### config.mk
export PLATFORM = sky130hd
export DESIGN_NAME = seg_display_ctrl
export DESIGN_NICKNAME = d
export VERILOG_FILES = /design/src/rtl/seg_display_ctrl.sv
export SDC_FILE = /design/constraint.sdc
export NUM_CORES = 1
export LEC_CHECK = 0
export CORE_MARGIN = 2
export CORE_UTILIZATION = 50
export DETAILED_ROUTE_END_ITERATION = 12
export PLACE_DENSITY = 0.69
export SETUP_SLACK_MARGIN = 0.5
export SLEW_MARGIN = 25
export SYNTH_ARGS = -nofsm -noshare
export SYNTH_HDL_FRONTEND = slang
export SYNTH_SLANG_ARGS = --single-unit
### constraint.sdc
create_clock -name clk -period 9.3 [get_ports clk]
set_input_delay 0.93 -clock clk [delete_from_list [all_inputs] [get_ports clk]]
set_output_delay 0.93 -clock clk [all_outputs]
set_load 0.02 [all_outputs]
### src/rtl/seg_display_ctrl.sv
// Memory-mapped 8-digit seven-segment controller: hex window shows the raw word,
// decimal window runs a 32-step double-dabble conversion before committing.
module seg_display_ctrl #(
  parameter int SCAN_DIV = 50000
) (
  input  logic        clk,
  input  logic        rst_n,
  input  logic        ioWrite,
  input  logic        SEGCtrl16,
  input  logic        SEGCtrl10,
  input  logic [31:0] write_data,
  output logic [7:0]  seg_en,
  output logic [7:0]  seg_out,
  output logic        busy
);

  // state  | meaning
  // S_IDLE | no conversion running, display holds committed content
  // S_CONV | double-dabble in progress, one shift per cycle for 32 cycles
  typedef enum logic {S_IDLE, S_CONV} state_t;
  typedef enum logic [1:0] {M_HEX, M_DEC, M_OVF} mode_t;

  localparam int PW = (SCAN_DIV > 2) ? $clog2(SCAN_DIV) : 1;
  localparam logic [PW-1:0] PRE_MAX = PW'(SCAN_DIV - 1);

  state_t      state, state_nxt;
  mode_t       mode, mode_nxt;
  logic [31:0] disp, disp_nxt, shf, shf_nxt;
  logic [39:0] bcd, bcd_nxt, bcd_adj;
  logic [71:0] shifted;
  logic [4:0]  cnt, cnt_nxt;
  logic        hex_wr, dec_wr;

  logic [PW-1:0] pre, pre_nxt;
  logic [2:0]    idx, idx_nxt;
  logic [3:0]    nib;
  logic [31:0]   upper;
  logic [7:0]    glyph, render;

  assign hex_wr = ioWrite & SEGCtrl16;
  assign dec_wr = ioWrite & SEGCtrl10 & ~SEGCtrl16;

  always_comb begin
    bcd_adj = bcd;
    for (int i = 0; i < 10; i++) begin
      if (bcd[4*i +: 4] >= 4'd5) bcd_adj[4*i +: 4] = bcd[4*i +: 4] + 4'd3;
    end
  end

  assign shifted = {bcd_adj, shf} << 1;

  always_comb begin
    state_nxt = state;
    mode_nxt  = mode;
    disp_nxt  = disp;
    shf_nxt   = shf;
    bcd_nxt   = bcd;
    cnt_nxt   = cnt;
    if (hex_wr) begin
      state_nxt = S_IDLE;
      disp_nxt  = write_data;
      mode_nxt  = M_HEX;
    end else if (dec_wr) begin
      state_nxt = S_CONV;
      shf_nxt   = write_data;
      bcd_nxt   = '0;
      cnt_nxt   = '0;
    end else if (state == S_CONV) begin
      {bcd_nxt, shf_nxt} = shifted;
      cnt_nxt = cnt + 5'd1;
      // last shift: commit straight from the freshly shifted accumulator
      if (cnt == 5'd31) begin
        state_nxt = S_IDLE;
        if (bcd_nxt[39:32] != 8'h00) begin
          mode_nxt = M_OVF;
        end else begin
          mode_nxt = M_DEC;
          disp_nxt = bcd_nxt[31:0];
        end
      end
    end
  end

  assign pre_nxt = (pre == PRE_MAX) ? '0 : pre + 1'b1;
  assign idx_nxt = (pre == PRE_MAX) ? idx + 3'd1 : idx;

  // render for the index the outputs will show after this edge
  always_comb begin
    nib   = disp[{idx_nxt, 2'b00} +: 4];
    upper = disp >> {idx_nxt, 2'b00};
    case (nib)
      4'h0: glyph = 8'hC0;  4'h1: glyph = 8'hF9;  4'h2: glyph = 8'hA4;  4'h3: glyph = 8'hB0;
      4'h4: glyph = 8'h99;  4'h5: glyph = 8'h92;  4'h6: glyph = 8'h82;  4'h7: glyph = 8'hF8;
      4'h8: glyph = 8'h80;  4'h9: glyph = 8'h90;  4'hA: glyph = 8'h88;  4'hB: glyph = 8'h83;
      4'hC: glyph = 8'hC6;  4'hD: glyph = 8'hA1;  4'hE: glyph = 8'h86;  default: glyph = 8'h8E;
    endcase
    case (mode)
      M_DEC:   render = (idx_nxt != 3'd0 && upper == 32'd0) ? 8'hFF : glyph;
      M_OVF:   render = 8'hBF;
      default: render = glyph;
    endcase
  end

  always_ff @(posedge clk or negedge rst_n) begin
    if (!rst_n) begin
      state   <= S_IDLE;
      mode    <= M_HEX;
      disp    <= '0;
      shf     <= '0;
      bcd     <= '0;
      cnt     <= '0;
      pre     <= '0;
      idx     <= '0;
      busy    <= 1'b0;
      seg_en  <= 8'hFE;
      seg_out <= 8'hC0;
    end else begin
      state   <= state_nxt;
      mode    <= mode_nxt;
      disp    <= disp_nxt;
      shf     <= shf_nxt;
      bcd     <= bcd_nxt;
      cnt     <= cnt_nxt;
      pre     <= pre_nxt;
      idx     <= idx_nxt;
      busy    <= (state_nxt == S_CONV);
      seg_en  <= ~(8'h01 << idx_nxt);
      seg_out <= render;
    end
  end

endmodule

==> load_flow_metrics.sql, run 1 <==
INSERT INTO impl_metrics (metric_group, metric, value, unit) VALUES
('drt', 'initialDrtViolationCount', '403', ''),
('pwr', 'static_power_due_to_leakage', '3.98', 'nW'),
('global_routing', 'grt_max_degree', '110', ''),
('global_routing', 'grt_first_pass_wirelength', '31.5', 'mm'),
('synthesis', 'seq_cells_post_synth', '146', ''),
('floorplan', 'die_area', '17900', 'µm²'),
('cells_and_area', 'insertedDiodeCount', '0', ''),
('synthesis', 'yosysUniqueCellTypes', '61', ''),
('placement', 'pre_cts_ws', '5360', 'ps'),
('synthesis', 'yosys.area.top_type', 'sky130_fd_sc_hd__dfrtp_1', ''),
('synthesis', 'ys_top_cells_by_count', 'sky130_fd_sc_hd__nand2_1, sky130_fd_sc_hd__dfrtp_1, sky130_fd_sc_hd__mux2i_1, sky130_fd_sc_hd__o21ai_0, sky130_fd_sc_hd__a21oi_1', ''),
('timing', 'max_freq', '253', 'MHz'),
('worst_setup_path', 'critical_path.cell_chain', 'ha_1 > mux4_2 > mux2i_1 > o22ai_1 > inv_1 > ha_1 > inv_1 > a211o_1 > a221oi_2 > o2111ai_4 > o211ai_1', ''),
('pwr', 'peakVddDrop', '0.141', 'mV'),
('synthesis', 'syn_nets', '954', ''),
('timing', 'finClkSkew', '15.1', 'ps'),
('min_path', 'hp-class', 'reg2reg', ''),
('synthesis', 'post_synth_instance_area', '8410', 'µm²'),
('cells_and_area', 'finish.utilization', '58.5', '%'),
('cells_and_area', 'areaGrowthSynthToFinish', '14.9', '%'),
('clock_network', 'tritoncts.num_buffers', '17', ''),
('worst_setup_path', 'kind_of_launch_point_of_the_worst_setup_path', 'flip-flop', ''),
('drt', 'drt.antenna.violating_nets', '0', ''),
('min_path', 'hold-path-endpoint', 'pre[0]', ''),
('drt', 'dr_wl_met2', '8.47', 'mm'),
('drt', 'routed_wire_length', '18.2', 'mm'),
('floorplan', 'rows', '47', ''),
('worst_setup_path', 'reg2regPathDepth', '11', ''),
('drt', 'vias', '6357', ''),
('global_routing', 'gr-usage-all-layers', '22.0', '%'),
('clock_network', 'tritoncts_clock_tree', 'yes', ''),
('clock_network', 'clkSlewWorstSetupHoldPaths', '60', 'ps'),
('timing', 'max-slew-margin-rel', '31.4', '%'),
('clock_network', 'cts_num_sinks', '146', ''),
('drt', 'maxUsedRoutingLayer', 'met4', ''),
('cells_and_area', 'final_net_count', '984', ''),
('min_path', 'hold-path-cell-count', '1', ''),
('clock_network', 'ctsHtreeMaxLevel', '4', ''),
('placement', 'finalWeightedCongestion', '0.891', ''),
('synthesis', 'synth-seq-area-share', '43.5', '%'),
('worst_setup_path', 'timing.critical_path.slowest_cell_delay', '890', 'ps'),
('placement', 'dp_hpwl', '12.2', 'mm'),
('worst_setup_path', 'timing.setup.critical_path_class', 'reg2reg', ''),
('min_path', 'holdCritStartpoint', 'pre[0]', ''),
('drt', 'drc', '0', ''),
('worst_setup_path', 'r2r_end', 'seg_out[1]', ''),
('synthesis', 'yosysWarningCount', '0', ''),
('worst_setup_path', 'worstPathMaxFanout', '17', ''),
('pwr', 'power_density', '231', 'nW/µm²'),
('clock_network', 'cts.root.buffer_cell', 'sky130_fd_sc_hd__clkbuf_16', ''),
('status', 'run_status', 'complete, no violations', ''),
('synthesis', 'synth_flop_cell', 'sky130_fd_sc_hd__dfrtp_1', ''),
('worst_setup_path', 'worst_setup_path_end_kind', 'flip-flop', ''),
('drt', 'wl_met3', '699', 'µm'),
('clock_network', 'ctsResizeCount', '0', ''),
('timing', 'timing.final.crit_period', '3960', 'ps'),
('cells_and_area', 'drive_above_1_share', '9.69', '%'),
('worst_setup_path', 'worst_r2r_startpoint', 'idx[1]', ''),
('timing', 'unrepaired_setup_endpoints_after_global_routing', 'false', ''),
('clock_network', 'cts_buffer_depth', '2', ''),
('floorplan', 'design.core.area', '16500', 'µm²'),
('floorplan', 'floorplan.die.width', '134', 'µm'),
('timing', 'slew_worst_pin', '1030', 'ps'),
('clock_network', 'insertion_delay', '430', 'ps'),
('drt', 'vias_per_cell', '5.53', ''),
('synthesis', 'yosys.cell_count.top_type', 'sky130_fd_sc_hd__nand2_1', ''),
('global_routing', 'via_count_of_the_first_global_routing_pass', '6245', ''),
('global_routing', 'number_of_antenna_violations_at_the_first_check_in_global_routing', '0', ''),
('drt', 'wire_per_inst', '15.8', 'µm'),
('global_routing', 'grt_overflow', '0', ''),
('timing', 'report.final.hold_viol_count', '0', '');
-- critical path, delay by kind of cell, from the launching register on --
kind            cells  cell delay [ps]
buf+inv             2              220
flops               1              640
compound gates      5             1120
mux                 2              810
fa+ha+maj           2             1070
-- where the power goes --
part	leakage, nW	internal [mW]	total [mW]	switching (mW)
sequential	1.85	0.782	0.916	0.134
combinational	1.85	0.287	0.635	0.348
clock	0.281	0.404	0.682	0.278
-- flip-flops by register name, summed over array words and instances (netlist names) --
register,count
bcd,40
disp,32
shf,32
pre,16
seg_en,8
seg_out,7
cnt,5
idx,3
mode,2
state,1
-- final cells by class --
| class | count | area, µm² |
|---|---|---|
| inverters | 34 | 130 |
| repair buffers | 59 | 578 |
| fillers | 1462 | 6860 |
| multi-input cells | 658 | 4430 |
| well taps | 220 | 275 |
| clock buffers | 18 | 439 |
| flip-flops and latches | 146 | 3660 |
| clock inverters | 14 | 151 |
-- routing by layer --
layer | vias up | global-route usage [%]
met5 | - | 0
met4 | 0 | 6.21
met3 | 23 | 4.76
met2 | 119 | 34.1
met1 | 3059 | 31.4
li1 | 3156 | -
-- how the worst max path moves through the flow --
stage | slack, ps | end | depth (start not counted)
floorplan | 5920 | seg_out[0] | 14
global placement | 5520 | seg_out[2] | 11
detailed placement | 5360 | seg_out[1] | 11
CTS | 5350 | seg_out[1] | 11
global route | 5090 | seg_out[1] | 11
finish | 5340 | seg_out[1] | 11
-- metrics by stage --
stage	power, mW	cell area (µm²)	cells	hold slack [ps]
after floorplan	1.38	8410	886	425
after global routing	2.40	9670	1149	497
final	2.23	9670	1149	463
after detailed placement	1.56	9070	1117	443
after global placement	1.54	9070	1117	439
after CTS	2.25	9670	1149	466
-- layout by cell type, fill, tap and decap left out, types with 6 or more instances in the layout --
cell type / n
sky130_fd_sc_hd__a211oi_1: 17
sky130_fd_sc_hd__a21oi_1: 53
sky130_fd_sc_hd__and2_1: 7
sky130_fd_sc_hd__and3_1: 7
sky130_fd_sc_hd__buf_4: 6
sky130_fd_sc_hd__clkbuf_16: 17
sky130_fd_sc_hd__clkdlybuf4s50_1: 51
sky130_fd_sc_hd__dfrtp_1: 138
sky130_fd_sc_hd__dfstp_2: 8
sky130_fd_sc_hd__ha_1: 31
sky130_fd_sc_hd__inv_1: 31
sky130_fd_sc_hd__mux2_2: 6
sky130_fd_sc_hd__mux2i_1: 82
sky130_fd_sc_hd__mux4_2: 12
sky130_fd_sc_hd__nand2_1: 167
sky130_fd_sc_hd__nand2b_1: 18
sky130_fd_sc_hd__nand3_1: 14
sky130_fd_sc_hd__nor2_1: 48
sky130_fd_sc_hd__nor3_1: 6
sky130_fd_sc_hd__nor3b_1: 8
sky130_fd_sc_hd__nor4_1: 6
sky130_fd_sc_hd__o211ai_1: 11
sky130_fd_sc_hd__o21ai_0: 74
sky130_fd_sc_hd__o21ai_1: 10
sky130_fd_sc_hd__xnor2_1: 20
sky130_fd_sc_hd__xor2_1: 9
-- cell families (layout without fill, tap and decap cells) --
| logic type | after synthesis | count (layout) | share of synthesized area [%] |
|---|---|---|---|
| flip-flops | 146 | 146 | 43.5 |
| buffers and inverters | 82 | 125 | 4.03 |
| AND/OR/NAND/NOR | 302 | 302 | 16.5 |
| multiplexers | 102 | 102 | 14.2 |
| adder cells (fa/ha/maj) | 31 | 31 | 4.61 |
| XOR/XNOR | 30 | 30 | 3.21 |
| AO/OA/AOI/OAI | 192 | 192 | 13.9 |
| other | 1 | 1 | 0.0446 |
Note: power is estimated with default switching activity, not from simulation.
==> run 2: changes to the inputs <==
clock period = 3.8 ns   (was 9.3 ns; I/O delays follow)
==> load_flow_metrics.sql, run 2 (synthesis gave the netlist of run 1 again) <==
INSERT INTO impl_metrics (metric_group, metric, value, unit) VALUES
('status', 'run_status', 'complete, no violations', ''),
('timing', 'slew_worst_pin', '923', 'ps'),
('global_routing', 'busiest_layer', 'met2', ''),
('worst_setup_path', 'r2r_end', 'seg_out[3]', ''),
('timing', 'finalSetupViolations', '0', ''),
('timing', 'layout_setup_ws', '566', 'ps'),
('cells_and_area', 'drive_above_1_share', '13.6', '%'),
('cells_and_area', 'final_cell_area', '9980', 'µm²'),
('global_routing', 'grt_overflow', '0', ''),
('min_path', 'hp-class', 'in2async', ''),
('floorplan', 'floorplan.die.width', '134', 'µm'),
('global_routing', 'gr-usage-all-layers', '21.7', '%'),
('cells_and_area', 'final_net_count', '1011', ''),
('worst_setup_path', 'rrSetupSlack', '570', 'ps'),
('cells_and_area', 'number_of_standard_cells_in_the_final_layout_excluding_fillers', '1175', ''),
('worst_setup_path', 'worstPathMaxFanout', '6', ''),
('cells_and_area', 'largest_reg_flops', '40', ''),
('job', 'max-cap-violations', '0', ''),
('clock_network', 'ctsHtreeMaxLevel', '4', ''),
('clock_network', 'clkSlewWorstSetupHoldPaths', '60', 'ps'),
('cells_and_area', 'layout_commonest_cell', 'sky130_fd_sc_hd__nand2_1', ''),
('cells_and_area', 'finish.utilization', '60.4', '%'),
('timing', 'unrepaired_setup_endpoints_after_global_routing', 'true', ''),
('global_routing', 'grt_max_degree', '87', ''),
('timing', 'finalCritPeriodShare', '85.1', '%'),
('global_routing', 'grt_util_met2', '34.2', '%'),
('clock_network', 'tritoncts.num_buffers', '17', ''),
('clock_network', 'cts_num_sinks', '146', ''),
('timing', 'report.final.hold_viol_count', '0', ''),
('worst_setup_path', 'worst_setup_path_end_kind', 'flip-flop', ''),
('floorplan', 'boundaryPins', '54', ''),
('timing', 'finClkSkew', '6.80', 'ps'),
('cells_and_area', 'largest_registers', 'bcd x40, disp x32, shf x32', ''),
('cells_and_area', 'layout_common_cells', 'sky130_fd_sc_hd__nand2_1, sky130_fd_sc_hd__dfrtp_1, sky130_fd_sc_hd__mux2i_1, sky130_fd_sc_hd__o21ai_0, sky130_fd_sc_hd__a21oi_1', ''),
('drt', 'drt.antenna.violating_nets', '0', ''),
('pwr', 'peakVddDrop', '0.331', 'mV'),
('global_routing', 'via_count_of_the_first_global_routing_pass', '6312', ''),
('worst_setup_path', 'timing.setup.critical_path_class', 'reg2reg', ''),
('worst_setup_path', 'kind_of_launch_point_of_the_worst_setup_path', 'flip-flop', ''),
('clock_network', 'holdBufCountCts', '0', ''),
('timing', 'timing.final.crit_period', '3230', 'ps'),
('timing', 'max_freq', '309', 'MHz'),
('cells_and_area', 'register_containing_the_most_flip_flops_in_the_final_layout', 'bcd', ''),
('pwr', 'power_density', '542', 'nW/µm²'),
('placement', 'dp_hpwl', '12.7', 'mm'),
('timing', 'fin_tns_setup', '0', 'ps'),
('worst_setup_path', 'reg2regPathDepth', '11', ''),
('pwr', 'static_power_due_to_leakage', '4.12', 'nW'),
('timing', 'min_hold_slack', '6.03', 'ps'),
('global_routing', 'number_of_antenna_violations_at_the_first_check_in_global_routing', '0', ''),
('clock_network', 'tritoncts_clock_tree', 'yes', ''),
('drt', 'routed_wire_length', '18.4', 'mm'),
('floorplan', 'initial_utilization', '50.9', '%'),
('placement', 'pre_cts_ws', '354', 'ps'),
('floorplan', 'die_area', '17900', 'µm²'),
('placement', 'finalWeightedCongestion', '0.840', ''),
('drt', 'wire_per_inst', '15.7', 'µm'),
('clock_network', 'cts_buffer_depth', '2', ''),
('timing', 'slew_viol_final', '0', ''),
('drt', 'vias_per_cell', '5.54', ''),
('clock_network', 'cts.root.buffer_cell', 'sky130_fd_sc_hd__clkbuf_16', ''),
('floorplan', 'design.core.area', '16500', 'µm²'),
('pwr', 'sum_of_internal_switching_and_leakage_power', '5.41', 'mW'),
('worst_setup_path', 'cp_required', '4140', 'ps'),
('global_routing', 'gr-usage-met3', '3.50', '%'),
('timing', 'max-slew-margin-rel', '38.3', '%'),
('floorplan', 'fp.dieH', '134', 'µm'),
('global_routing', 'met1_usage', '30.8', '%'),
('cells_and_area', 'areaGrowthSynthToFinish', '18.7', '%'),
('placement', 'post-place-cells', '1126', ''),
('cells_and_area', 'insertedDiodeCount', '0', ''),
('worst_setup_path', 'worst_ep_arrival_time', '3580', 'ps'),
('drt', 'initialDrtViolationCount', '379', ''),
('floorplan', 'rows', '47', ''),
('placement', 'place_area', '9180', 'µm²'),
('clock_network', 'insertion_delay', '430', 'ps'),
('drt', 'drc', '0', ''),
('global_routing', 'grt_first_pass_wirelength', '31.1', 'mm'),
('worst_setup_path', 'worst_r2r_startpoint', 'pre[10]', ''),
('drt', 'vias', '6509', ''),
('drt', 'drt_first_pass_iters', '4', ''),
('placement', 'portBuffers', '52', '');
run 2: per-layer routing:
metal	part of all wire (%)	vias up
li1	-	3212
met1	48	3152
met2	47	126
met3	3.5	19
met4	1.5	0
met5	0	-
run 2: power breakdown:
group / leakage (nW) / internal, mW / switching [mW]
registers: 1.85 / 1.92 / 0.331
clock network: 0.272 / 0.944 / 0.632
logic: 2.01 / 0.724 / 0.862
total: 4.12 / 3.58 / 1.82
run 2: final cells by class:
cell class / instances / area, µm²
clock inverter: 9 / 82.6
inverter: 34 / 130
clock buffer: 22 / 474
tap: 220 / 275
multi-input combinational: 658 / 4530
fill: 1371 / 6540
timing repair buffer: 86 / 826
sequential: 146 / 3660
run 2: repair_timing:
action / in CTS / in global routing
resized for setup: 5 / 22
pin swaps: 6 / 17
endpoints found under the setup margin: 7 / 7
buffers inserted: 11 / 7
run 2: critical path: stages (launching register included):
cell	delay (ps)
sky130_fd_sc_hd__dfrtp_1	380
sky130_fd_sc_hd__or4_4	560
sky130_fd_sc_hd__or4_4	620
sky130_fd_sc_hd__buf_6	160
sky130_fd_sc_hd__a211oi_2	180
sky130_fd_sc_hd__o21ai_1	100
sky130_fd_sc_hd__o22ai_2	260
sky130_fd_sc_hd__inv_2	90
sky130_fd_sc_hd__ha_1	310
sky130_fd_sc_hd__mux2i_1	70
sky130_fd_sc_hd__mux2_4	270
sky130_fd_sc_hd__o211ai_1	160
run 2: how the worst max path moves through the flow:
stage,from,end,cells after the start
final,pre[10],seg_out[3],11
after global routing,pre[10],seg_out[2],13
after CTS,pre[13],seg_out[2],14
after detailed placement,pre[11],seg_out[2],11
after global placement,pre[11],seg_out[3],11
after floorplan,pre[11],seg_out[0],14
